$ cat src/rtl/ls165.sv
// rtl/ls165.sv - LS165-style parallel-in/serial-out shift register
// Stage A is q[0] (serial in), stage H is q[WIDTH-1] (serial out); load is synchronous.
module ls165 #(
    parameter int WIDTH = 8
) (
    input  logic             CLK,
    input  logic             CLR,
    input  logic             SH_LD_n,
    input  logic             CLK_INH,
    input  logic             SER,
    input  logic [WIDTH-1:0] D,
    output logic             QH,
    output logic             QH_n
);

    logic [WIDTH-1:0] q;

    // Priority: clear > load > inhibit > shift toward H.
    always_ff @(posedge CLK or posedge CLR) begin
        if (CLR) begin
            q <= '0;
        end else if (!SH_LD_n) begin
            q <= D;
        end else if (!CLK_INH) begin
            q <= {q[WIDTH-2:0], SER};
        end
    end

    assign QH   = q[WIDTH-1];
    assign QH_n = ~q[WIDTH-1];

endmodule

$ cat config.mk
export PLATFORM = sky130hd
export DESIGN_NAME = ls165
export DESIGN_NICKNAME = d
export VERILOG_FILES = /design/src/rtl/ls165.sv
export SDC_FILE = /design/constraint.sdc
export NUM_CORES = 1
export LEC_CHECK = 0
export ABC_CLOCK_PERIOD_IN_PS = 800
export BUFFER_PORTS_ARGS = -buffer_cell sky130_fd_sc_hd__buf_2
export CAP_MARGIN = 25
export CORE_AREA = 2 2 39 41
export CTS_CLUSTER_SIZE = 40
export DETAILED_ROUTE_END_ITERATION = 12
export DIE_AREA = 0 0 41 43
export SLEW_MARGIN = 5
export SYNTH_ARGS = -nofsm -noshare
export SYNTH_HDL_FRONTEND = slang
export SYNTH_SLANG_ARGS = --single-unit
$ cat constraint.sdc
create_clock -name CLK -period 0.8 [get_ports CLK]
set_input_delay 0.04 -clock CLK [delete_from_list [all_inputs] [get_ports CLK]]
set_output_delay 0.04 -clock CLK [all_outputs]
set_load 0.02 [all_outputs]
==> impl_results.rst <==
.. list-table::
   :header-rows: 1

   * - Metric
     - Value
   * - Worst IR Drop VDD
     - 857 uV
   * - Wire length of the first global-routing pass
     - 1080 microns
   * - Via density per instance
     - 4.38
   * - Leakage power of the design
     - 0.249 nW
   * - Tightest slew margin relative to the limit
     - 0.795
   * - Max Freq
     - 1.16 GHz
   * - Number of setup violations in the final report
     - 2
   * - Shortest period the worst path allows
     - 0.862 ns
   * - Switching Share
     - 0.255
   * - Vias in the first global route
     - 295
   * - Maximum number of pins on one net before global-route repair
     - 17
   * - CP delay by family, top
     - flip-flops
   * - Portion of total power attributed to sequential cells
     - 0.485
   * - Start-to-end type of the worst setup path
     - register to output pin
   * - Count of unique library cells instantiated by Yosys
     - 8
   * - Io pins
     - 15
   * - Proportion of synthesized chip area in sequential cells
     - 0.511
   * - Power per cell area
     - 1950 nW/um^2
   * - Antenna diodes
     - 0
   * - Result of the run
     - complete, but fails checks
   * - Mapped Avg Cell Area
     - 10.6 sq um
   * - Relative contribution of combinational cells to total power
     - 0.170
   * - Clock share of power
     - 0.345
   * - Violations in the final reports
     - negative setup slack
   * - Slew of the pin with the lowest slew margin
     - 0.307 ns
   * - Highest fanout seen on the critical path
     - 3
   * - Register with the most flip-flops
     - q
   * - Wirelength per Cell
     - 9.58 microns
   * - Routed wire length
     - 661 microns
   * - Height of the die
     - 43 microns
   * - Final Hold Fails
     - 0
   * - Total via count in the routed design
     - 302
   * - Top Registers
     - q (8)
   * - Area of the die
     - 1760 sq um
   * - Gate count of the mapped netlist
     - 37
   * - Clock Root Buffer
     - clkbuf_4
   * - Req. time, crit path
     - 0.76 ns
   * - Peak-usage layer in the global routing report
     - met2
   * - Max stage delay on crit path
     - 0.41 ns
   * - GRT Util Overall
     - 0.0921
   * - Remaining number of nets flagged by the antenna check after routing
     - 0
   * - Arrival time of data at the critical path endpoint
     - 0.82 ns
   * - Met2 usage in global routing
     - 0.141
   * - CTS tree
     - yes
   * - Number of design-rule violations left by the first detailed-router iteration
     - 0
   * - Count of yosys warnings during synthesis
     - 0
   * - Clock-pin slew on the worst setup and hold paths
     - 0.06 ns
   * - Clock Sinks
     - 8
   * - Reg-to-reg setup timing slack
     - 0.04 ns
   * - Worst clock skew on the final layout
     - 0.00409 ns
   * - Floorplan die width
     - 41 microns
   * - DRC violation count after routing
     - 0
   * - Num rows
     - 14
   * - Internal power summed over all cells
     - 0.721 mW
   * - Synth Cell Area
     - 392 sq um
   * - Number of nets in the finished design
     - 67
   * - Final estimated routing congestion in global placement
     - 0.643
   * - GR Layer Usage met3
     - 0.0157
   * - Number of buffers and inverters on the critical path
     - 1
   * - Pins over their slew limit
     - 0
   * - Number of antenna violations at the first check in global routing
     - 0
   * - Type of destination of the critical path
     - output pin
   * - Clock buffers created by TritonCTS
     - 3
   * - Cell chain of the critical path
     - buf_2
   * - I/O Buffers
     - 14
   * - Detailed-placement wirelength estimate
     - 491 microns
   * - Fraction of the cycle the final worst path needs
     - 1.08
   * - Type of the tightest min-delay check
     - input port to register
   * - Sw power
     - 0.247 mW
   * - H-tree Lvls
     - 1
   * - RSZ-0062 raised after global routing
     - true
   * - Slowest CP cell
     - dfrtp_2
   * - Total congestion overflow after global routing
     - 0
   * - Number of buffers on the longest clock path
     - 2
   * - Worst Slack Setup Final
     - -0.0619 ns
   * - Post-synthesis net count
     - 50
   * - Clock latency on the worst-skew pair
     - 0.25 ns
   * - Placeable core region
     - 1380 sq um
   * - Placed Area
     - 453 sq um
   * - Count of TritonRoute iterations in the first routing pass
     - 1
   * - Post-Layout Inst Area
     - 495 sq um
   * - Number of flip-flops in the largest register
     - 8
   * - Initial core utilization
     - 0.283
   * - #FFs+latches synth
     - 8
   * - Share of cells above drive strength 1
     - 0.377
   * - Total Negative Setup Slacks
     - -0.122 ns
   * - Max-cap check violation count
     - 0
   * - Setup crit start kind
     - register
   * - Global routing met1 resource utilization
     - 0.102
   * - Area overhead of the layout relative to synthesis
     - 26.5%
-- final timing paths --
check,cells past startpoint,startpoint,endpoint
worst max-delay path,1,q[7],QH
min in group asynchronous,3,CLR,q[0]
max in group asynchronous,3,CLR,q[7]
worst min register to register,2,q[6],q[7]
worst min-delay path,3,D[7],q[7]
worst max register to register,2,q[7],q[7]
-- cells in the mapped netlist --
master / instances / area [sq um]
nor2_1: 8 / 30.0
buf_4: 1 / 7.51
inv_1: 2 / 7.51
a21oi_1: 7 / 35.0
dfrtp_1: 8 / 200
mux2i_1: 8 / 80.1
a21oi_2: 1 / 8.76
buf_6: 2 / 22.5
-- power groups by stage --
stage	sequential [mW]	clock [mW]	combinational, mW
after global placement	0.475	0	0.154
after detailed placement	0.476	0	0.157
after global routing	0.476	0.366	0.186
final	0.469	0.334	0.165
after CTS	0.470	0.349	0.169
after floorplan	0.478	0	0.112
-- placed cells by master, fill, tap and decap left out --
| cell type | Yosys | layout |
|---|---|---|
| buf_2 | 0 | 13 |
| mux2i_1 | 8 | 8 |
| nor2_1 | 8 | 8 |
| a21oi_1 | 7 | 7 |
| dfrtp_1 | 8 | 7 |
| clkbuf_4 | 0 | 3 |
| a21oi_2 | 1 | 1 |
| inv_2 | 0 | 1 |
| inv_1 | 2 | 1 |
| clkbuf_1 | 0 | 1 |
| dlygate4sd3_1 | 0 | 1 |
| buf_6 | 2 | 1 |
| dfrtp_2 | 0 | 1 |
-- through the flow --
step | setup slack (ns) | cells | hold slack, ns | power (mW) | util
after floorplan | 0.00232 | 37 | -0.144 | 0.590 | -
after global placement | 0.0449 | 64 | -0.00569 | 0.628 | 0.327
after detailed placement | 0.0326 | 64 | 0.00445 | 0.633 | 0.327
after CTS | -0.0762 | 69 | 0.0130 | 0.988 | 0.358
after global routing | -0.111 | 69 | 0.0267 | 1.03 | 0.358
final | -0.0619 | 69 | 0.0215 | 0.968 | 0.358
-- layer usage --
layer  routed length [microns]  part of all wire
met1                       300              0.45
met2                       320              0.48
met3                        39             0.059
met4                         0                 0
met5                         0                 0
-- layout make-up --
cell class | instances | area (sq um)
clock buffers | 4 | 26.3
fillers | 161 | 888
inverters | 2 | 7.51
multi-input cells | 24 | 154
flip-flops and latches | 8 | 201
well taps | 16 | 20.0
repair buffers | 15 | 86.3
-- kinds of logic (layout without fill, tap and decap cells) --
| group | count (synthesis) | count (layout) | share of synthesized area |
|---|---|---|---|
| AOI/OAI and AO/OA | 8 | 8 | 0.112 |
| muxes | 8 | 8 | 0.204 |
| DFF | 8 | 8 | 0.511 |
| and+or+nand+nor | 8 | 8 | 0.0767 |
| buffers and inverters | 5 | 21 | 0.0959 |
-- tightest hold or removal path, stage by stage --
cell	delay [ns]
buf_2	0.08
nor2_1	0.04
a21oi_2	0.08
-- repair_timing --
action / in CTS / in global routing
hold buffers: 1 / 0
buffers inserted: 0 / 0
gates resized for setup: 3 / 0
endpoints found under the setup margin: 2 / 3
pin swaps: 0 / 1
hold endpoints to repair: 8 / 0
No activity file was read; power rests on OpenSTA's default activity.
